### config.mk
export PLATFORM = sky130hd
export DESIGN_NAME = control_sequencer
export DESIGN_NICKNAME = d
export VERILOG_FILES = /design/src/rtl/cpu_ctrl_pkg.sv /design/src/rtl/control_sequencer_opclass_decode.sv /design/src/rtl/control_sequencer.sv
export SDC_FILE = /design/constraint.sdc
export NUM_CORES = 1
export LEC_CHECK = 0
export CAP_MARGIN = 20
export CELL_PAD_IN_SITES_DETAIL_PLACEMENT = 1
export CELL_PAD_IN_SITES_GLOBAL_PLACEMENT = 2
export CORE_ASPECT_RATIO = 1.2
export CORE_MARGIN = 3
export CORE_UTILIZATION = 17
export DETAILED_ROUTE_END_ITERATION = 7
export PLACE_DENSITY = 0.86
export SYNTH_ARGS = -nofsm -noshare
export SYNTH_HDL_FRONTEND = slang
export SYNTH_SLANG_ARGS = --single-unit
### constraint.sdc
create_clock -name clock -period 2.17 [get_ports clock]
set_input_delay 0.3255 -clock clock [delete_from_list [all_inputs] [get_ports clock]]
set_output_delay 0.3255 -clock clock [all_outputs]
set_load 0.02 [all_outputs]
### src/rtl/cpu_ctrl_pkg.sv
// Shared constants for the multi-cycle control sequencer: control-word
// field layout, instruction-class codes, FSM encoding and opcode masks.
package cpu_ctrl_pkg;

  localparam int CW_WIDTH    = 29;
  localparam int COUNT_WIDTH = 16;

  // Control word fields
  localparam int PSEL_HI  = 28;
  localparam int PSEL_LO  = 27;
  localparam int DA_HI    = 26;
  localparam int DA_LO    = 22;
  localparam int SA_HI    = 21;
  localparam int SA_LO    = 17;
  localparam int SB_HI    = 16;
  localparam int SB_LO    = 12;
  localparam int FSEL_HI  = 11;
  localparam int FSEL_LO  = 7;
  localparam int REGW_BIT = 6;
  localparam int RAMW_BIT = 5;
  localparam int DSEL_HI  = 4;
  localparam int DSEL_LO  = 3;
  localparam int BSEL_BIT = 2;
  localparam int PCSEL_BIT = 1;
  localparam int SL_BIT   = 0;

  // Clears Psel, regW, ramW and SL so a stalled memory access neither
  // advances the PC nor commits any write.
  localparam logic [CW_WIDTH-1:0] CW_STALL_MASK = ~((29'd3 << PSEL_LO) |
                                                    (29'd1 << REGW_BIT) |
                                                    (29'd1 << RAMW_BIT) |
                                                    (29'd1 << SL_BIT));

  // Instruction classes
  localparam logic [2:0] ICLASS_NONE    = 3'd0;
  localparam logic [2:0] ICLASS_R       = 3'd1;
  localparam logic [2:0] ICLASS_I       = 3'd2;
  localparam logic [2:0] ICLASS_D       = 3'd3;
  localparam logic [2:0] ICLASS_B       = 3'd4;
  localparam logic [2:0] ICLASS_ILLEGAL = 3'd7;

  // Major FSM states
  localparam logic [1:0] ST_FETCH = 2'd0;
  localparam logic [1:0] ST_EXEC  = 2'd1;
  localparam logic [1:0] ST_HALT  = 2'd2;

  // Opcode class match: (instruction & MASK) == MATCH
  localparam logic [31:0] D_MASK  = 32'h0A00_0000;  // bits 27,25
  localparam logic [31:0] D_MATCH = 32'h0800_0000;
  localparam logic [31:0] R_MASK  = 32'h0E00_0000;  // bits 27:25
  localparam logic [31:0] R_MATCH = 32'h0A00_0000;
  localparam logic [31:0] I_MASK  = 32'h1C00_0000;  // bits 28:26
  localparam logic [31:0] I_MATCH = 32'h1000_0000;
  localparam logic [31:0] B_MASK  = 32'h1C00_0000;
  localparam logic [31:0] B_MATCH = 32'h1400_0000;

endpackage

### src/rtl/control_sequencer_opclass_decode.sv
// Pure combinational instruction-class decoder; first match wins.
module opclass_decode
  import cpu_ctrl_pkg::*;
(
  input  logic [31:0] instruction,
  output logic [2:0]  iclass
);

  // Priority classification of the raw instruction word
  always_comb begin
    // NOTE: assigning a default first keeps every path driven, so no latch is inferred.
    iclass = ICLASS_ILLEGAL;
    if ((instruction & D_MASK) == D_MATCH)      iclass = ICLASS_D;
    else if ((instruction & R_MASK) == R_MATCH) iclass = ICLASS_R;
    else if ((instruction & I_MASK) == I_MATCH) iclass = ICLASS_I;
    else if ((instruction & B_MASK) == B_MATCH) iclass = ICLASS_B;
  end

endmodule

### src/rtl/control_sequencer.sv
// Multi-cycle control unit: latches an instruction, steps the per-class
// decoders through their sub-states, stalls on data memory and halts on
// illegal opcodes or a decoder that loops on its own state.
module control_sequencer
  import cpu_ctrl_pkg::*;
#(
  parameter int CW_W    = CW_WIDTH,
  parameter int COUNT_W = COUNT_WIDTH
) (
  input  logic               clock,
  input  logic               reset,
  input  logic [31:0]        instruction,
  input  logic               instr_valid,
  input  logic               mem_ready,
  input  logic [CW_W-1:0]    cw_r,
  input  logic [CW_W-1:0]    cw_i,
  input  logic [CW_W-1:0]    cw_d,
  input  logic [CW_W-1:0]    cw_b,
  input  logic [1:0]         ns_r,
  input  logic [1:0]         ns_i,
  input  logic [1:0]         ns_d,
  input  logic [1:0]         ns_b,
  output logic [31:0]        ir,
  output logic [1:0]         state,
  output logic [CW_W-1:0]    controlWord,
  output logic [2:0]         iclass,
  output logic               fetch_req,
  output logic               halted,
  output logic [COUNT_W-1:0] retired
);

  logic [1:0]      fsm;
  logic [2:0]      dec_class;
  logic [CW_W-1:0] cw_sel;
  logic [1:0]      ns_sel;
  logic            stall;

  opclass_decode u_decode (
    .instruction (instruction),
    .iclass      (dec_class)
  );

  // Select the active decoder's control word and next sub-state
  always_comb begin
    cw_sel = '0;
    ns_sel = 2'd0;
    case (iclass)
      ICLASS_R: begin cw_sel = cw_r; ns_sel = ns_r; end
      ICLASS_I: begin cw_sel = cw_i; ns_sel = ns_i; end
      ICLASS_D: begin cw_sel = cw_d; ns_sel = ns_d; end
      ICLASS_B: begin cw_sel = cw_b; ns_sel = ns_b; end
      default:  begin cw_sel = '0;   ns_sel = 2'd0; end
    endcase
  end

  assign stall = (fsm == ST_EXEC) && (iclass == ICLASS_D) && !mem_ready;

  // Write enables only reach the datapath in EXEC, masked while stalled
  always_comb begin
    controlWord = '0;
    if (fsm == ST_EXEC)
      controlWord = stall ? (cw_sel & CW_W'(CW_STALL_MASK)) : cw_sel;
  end

  // Major FSM, instruction register, sub-step and retire counter
  always_ff @(posedge clock or negedge reset) begin
    // NOTE: sequential state uses non-blocking assignments so all registers update together.
    if (!reset) begin
      fsm       <= ST_FETCH;
      ir        <= '0;
      state     <= 2'd0;
      iclass    <= ICLASS_NONE;
      fetch_req <= 1'b0;
      halted    <= 1'b0;
      retired   <= '0;
    end else begin
      case (fsm)
        ST_FETCH: begin
          if (instr_valid) begin
            ir        <= instruction;
            state     <= 2'd0;
            iclass    <= dec_class;
            fetch_req <= 1'b0;
            if (dec_class == ICLASS_ILLEGAL) begin
              fsm    <= ST_HALT;
              halted <= 1'b1;
            end else begin
              fsm <= ST_EXEC;
            end
          end else begin
            fetch_req <= 1'b1;
          end
        end
        ST_EXEC: begin
          if (!stall) begin
            if (ns_sel == 2'd0) begin
              retired   <= retired + 1'b1;
              state     <= 2'd0;
              fsm       <= ST_FETCH;
              fetch_req <= 1'b1;
            end else if (ns_sel == state) begin
              fsm    <= ST_HALT;
              halted <= 1'b1;
            end else begin
              state <= ns_sel;
            end
          end
        end
        ST_HALT: begin
          halted    <= 1'b1;
          fetch_req <= 1'b0;
        end
        default: begin
          fsm       <= ST_HALT;
          halted    <= 1'b1;
          fetch_req <= 1'b0;
        end
      endcase
    end
  end

endmodule

# After elaboration in Yosys (flattened, before gate mapping)
# Index checks and enable logic that the tools add are counted.
[totals]
register_bits = 57
input_bits = 160
out_inout_bits = 84
wordCells = 71
[op_classes]
n_addsub = 1
n_eq_ne = 20
n_mux = 29
bitwise = 2
reduce_logical = 12
[op_table]
columns = ["cell", "n"]
rows = [
  ["case mux 29 bit (4 select lines)", 1],
  ["2-to-1 mux 29 bit", 2],
  ["2-to-1 mux 2 bit", 10],
  ["adder 16 x 1 -> 16 bit (second input constant)", 1],
  ["== test 3 bit (second input constant)", 5],
  ["2-to-1 mux 3 bit", 3],
  ["2-to-1 mux 1 bit", 8],
  ["inequality test 2 bit (second input constant)", 4],
  ["case mux 2 bit (4 select lines)", 1],
  ["AND reduction 4 bit", 2],
  ["== test 3 x 2 -> 1 bit (second input constant)", 2],
  ["case mux 2 bit (3 select lines)", 1],
  ["AND reduction 5 bit", 1],
  ["== test 2 bit (second input constant)", 2],
  ["zero test 2 bit", 2],
  ["inequality test 2 x 1 -> 1 bit (second input constant)", 2],
  ["case mux 1 bit (2 select lines)", 2],
  ["case mux 2 bit (2 select lines)", 1],
  ["AND reduction 2 bit", 2],
  ["== test 3 x 1 -> 1 bit (second input constant)", 1],
  ["inequality test 3 x 1 -> 1 bit (second input constant)", 1],
  ["inequality test 3 bit (second input constant)", 1],
  ["AND reduction 3 bit", 1],
  ["== test 2 x 1 -> 1 bit (second input constant)", 1],
  ["5 further kinds", 7],
]

# Depth between registers and ports, before layout
[depth]
word_depth = 9
depth_mapped = 10

# Hierarchy
# From an unflattened synthesis, not the netlist that was laid out.
[hier_totals]
cells_unflattened = 386
hier_area_um2 = 3273.1
[modules_own_cells]
columns = ["module", "n_inst", "cells_each", "area_per_inst_um2"]
rows = [
  ["control_sequencer", 1, 379, 3235.6],
  ["opclass_decode", 1, 7, 37.5],
]

# Worst setup path after synthesis
# No wires, ideal clock.
[synth_path]
path_type = "flip-flop to output port"
start = "reg iclass[0]"
end = "out controlWord[18]"
t_arrival_ns = 2.067
path_slack_ns = -0.223
path_stages_with_launch = 8
n_path_buf = 3
cell_sequence = "dfrtp_1 buf_4 nand2_1 nor2_1 buf_2 buf_1 a22oi_1 a21oi_1"
[synth_between]
elab_chain_len = 4
elab_cells_between_ends = 7
[synth_rtl]
columns = ["item", "line_no", "rtl"]
rows = [
  ["start, declared", "control_sequencer.sv:26", "output logic [2:0] iclass,"],
  ["start signal, assigned", "control_sequencer.sv:82", "iclass <= dec_class;"],
  ["== test 3 bit (tied with other cells)", "control_sequencer.sv:47", "case (iclass)"],
  ["case mux 29 bit (4 select lines) *", "control_sequencer.sv:47", ""],
  ["2-to-1 mux 29 bit *", "control_sequencer.sv:62", "controlWord = stall ? (cw_sel & CW_W'(CW_STALL_MASK)) : cw_sel;"],
  ["2-to-1 mux 29 bit *", "control_sequencer.sv:61", "if (fsm == ST_EXEC)"],
  ["end, declared", "control_sequencer.sv:25", "output logic [CW_W-1:0] controlWord,"],
]
# Every way passes the cells marked *; elsewhere a longest branch is shown, timed or not.

# Worst setup path in the final report
[layout_path]
start = "reg iclass[1]"
end = "out controlWord[0]"
[layout_between]
elab_chain_len = 5
elab_cells_between_ends = 9
[layout_rtl]
columns = ["item", "line_no"]
rows = [
  ["branches (longest 3 deep; another with case mux 29 bit (4 select lines))", "n/a"],
  ["2-to-1 mux 29 bit *", "control_sequencer.sv:62"],
  ["2-to-1 mux 29 bit *", "control_sequencer.sv:61"],
]
# Every way passes the cells marked *.

==> impl_metrics.yaml <==
timing:
  drv_slew: 0
  max_freq_mhz: 467
  fin_crit_sh_pct: 98.7
  finalSetupViolations: 0
  fin_skew_ps: 3.84
  setup_slack_ps: 27.4
  slew_headroom_pct: 73.7
  rsz0062_at_grt: "yes"
  tightest_slew_ps: 392
  final.min_clock_period_ps: 2140
  final_hold_viol_count: 0
grt:
  grt_pass1_wl_mm: 24.5
  grt-ovfl-total: 0
  met1_usage_pct: 16.1
  grt_start_max_net_pins: 58
  use_met3_pct: 5.63
  use_met2_pct: 26.3
  antenna_found_initial: 0
  grt_use_total_pct: 14.7
  grt_pass1_vias: 4416
  grt-busiest-layer: "met2"
power:
  ir_worst_vdd_mv: 0.498
  leakage_nw: 2.69
  internal_power_mw: 4.14
  p_switching_mw: 2.43
  power_switching_share_pct: 36.9
  power_mw: 6.57
  power_frac_comb_pct: 52.8
  power_frac_seq_pct: 24.7
  powerDensity_mw_per_mm2: 995
  clkPwrFrac_pct: 22.6
synthesis:
  ys.flop_type: "dfrtp_1"
  async_flop_share_pct: 100
  syn_area_mm2: 0.00320
  yosysTopAreaCellShare_pct: 44.6
  synth_cell_types: 38
  ys_ff_latch: 57
  synth_fp_nets: 529
  synth_edf_count: 0
  synthCells: 368
  yosysTopAreaCell: "dfrtp_1"
  synth_area_leaders: "dfrtp_1, a22oi_1, nand2_1, a21oi_1, xnor2_1"
  ys_seq_area_share_pct: 44.6
  yosysWarnings: 0
  avgSynthCellArea_um2: 8.69
setup_path:
  critPathTopFamily: "buffers and inverters"
  r2r-end: "retired[1]"
  critPathMaxStageDelay_ps: 380
  crit_fanout: 15
  cp_cell_sequence: "buf_6, nor3b_4, buf_4, buf_12, a22oi_2, a21oi_1, buf_4"
  r2r-start: "iclass[0]"
  criticalPathCategory: "reg2out"
  cp.arrival_ps: 1820
  r2r_slack_ps: 110
  end_kind: "output port"
  crit_required_ps: 1840
  ff2ff_path_depth: 8
  slowest_stage: "dfrtp_1"
  cp_num_buf_inv: 4
  cp-start-kind: "flip-flop"
  cp_common_cell: "buf_4"
final_layout:
  final_cell_area_mm2: 0.00660
  seqCellArea_mm2: 0.00143
  area_delta_synth_final_pct: 106
  n_fill_cell: 2079
  final_util_pct: 36.0
  multiInputGateArea_mm2: 0.00177
  layout.nets: 783
  antennaDiodeCount: 0
  drive_above_1_share_pct: 18.5
clock_tree:
  htreeDepth: 3
  clk_latency_ps: 320
  cts_root_buf: "clkbuf_16"
  clkSinkCount: 57
  cts_tree: "done"
  ctsLongestPathBuffers: 2
  path_clk_slew_ps: 50
  cts_buffers: 9
floorplan:
  ios: 244
  dieArea_mm2: 0.0205
  die_height_um: 156
  core-area_mm2: 0.0183
  fp.dieW_um: 131
  std_cell_rows: 54
  initial_core_util_pct: 17.5
placement:
  dp_slack_ps: -225
  dp_hpwl_mm: 11.3
  io_buffer_count: 243
  place.gp.congestion: 0.847
  place_area_mm2: 0.00609
routing:
  drt-initial-drc-count: 131
  drc_errors: 0
  via_per_inst: 4.46
  wl_per_cell_um: 17.4
  ant_nets: 0
  dr.pass1.iters: 4
  vias: 3912
  wl_mm: 15.3
flow_run:
  cap_violations: 0
outcome:
  outcome: "finished clean"
hold_path:
  hold_class: "in2async"
synthesized netlist by cell type (2+ instances only):
cell,count
nand4_1,8
mux2_2,2
buf_2,2
inv_1,2
nand2b_1,3
nand2_1,103
a21o_1,4
nor2_1,7
buf_4,3
dfrtp_1,57
nor2b_1,4
nand3b_1,4
buf_6,2
clkbuf_1,19
buf_1,4
nor3_1,3
nand3_1,3
o21ai_1,3
a221oi_4,2
a21oi_1,34
nor3b_1,2
xor2_1,4
and4_1,2
xnor2_1,13
and3_1,7
and2_1,2
a22oi_1,58
final cells by class:
class	count	share of cell area, %
timing repair buffer	273	41.8
clock buffer	13	4.25
inverter	2	0.114
multi-input combinational	279	26.9
tap	252	4.78
sequential	57	21.6
clock inverter	2	0.531
cell families after synthesis:
logic type / share of synthesized area, %
compound gates: 23.6
buf+inv: 4.66
flops: 44.6
simple gates: 21.0
xor+xnor: 4.66
fa+ha+maj: 0.391
mux: 1.06
sequential cells by signal, summed over array words and instances, names as in the netlist:
| register | flops |
|---|---|
| halted | 1 |
| iclass | 3 |
| fetch_req | 1 |
| fsm | 2 |
| retired | 16 |
| state | 2 |
| ir | 32 |
stage by stage:
stage / TNS (ps) / std cells / hold slack (ps)
floorplan: 0 / 368 / 29.9
global placement: -905 / 855 / 353
detailed placement: -2620 / 855 / 363
CTS: 0 / 872 / 11.0
global route: -282 / 878 / 26.0
finish: 0 / 878 / 4.31
cell usage in the layout, fill, tap and decap left out, types with 2 or more instances in the layout:
cell type,instances
clkdlybuf4s50_1,213
nand2_1,102
dfrtp_1,56
a22oi_1,50
buf_4,38
a21oi_2,18
a21oi_1,16
xnor2_1,13
clkbuf_16,11
buf_6,10
a22oi_2,8
nand4_1,8
and3_1,7
buf_12,7
nor2_1,6
nand3b_1,4
xor2_1,4
a21o_1,4
clkbuf_8,4
nor3_1,3
nand2b_1,3
nor2b_1,3
nand3_1,3
nor3b_4,2
inv_1,2
a221oi_4,2
o21ai_1,2
and4_1,2
mux2_2,2
buf_2,2
routing by layer:
metal,share of wire [%],vias up
li1,-,1813
met1,38,1874
met2,51,203
met3,9.6,22
met4,2.1,0
met5,0,-
repair_timing:
action | 4_1_cts | 5_1_grt
hold buffers | 0 | 0
gates resized for setup | 133 | 47
pin swaps | 3 | 6
buffers inserted | 1 | 4
setup endpoints to repair | 34 | 38
cloned | 1 | 2
worst max-delay path by stage:
| stage | start | endpoint | cells past startpoint | slack [ps] |
|---|---|---|---|---|
| 2_1_floorplan | iclass[0] | controlWord[20] | 6 | 4 |
| 3_3_place_gp | mem_ready | controlWord[0] | 5 | -180 |
| 3_5_place_dp | mem_ready | controlWord[0] | 5 | -230 |
| 4_1_cts | iclass[1] | controlWord[11] | 7 | 9 |
| 5_1_grt | iclass[1] | controlWord[0] | 6 | -50 |
| 6_report | iclass[1] | controlWord[0] | 7 | 30 |
power by group through the flow:
stage	Sequential (mW)	Clock (mW)	Combinational, mW
after floorplan	1.98	0	1.17
after global placement	1.60	0	3.01
after detailed placement	1.61	0	3.09
after CTS	1.62	1.52	3.27
after global routing	1.67	1.59	3.77
final	1.62	1.48	3.47
Note: power is estimated with default switching activity, not from simulation.
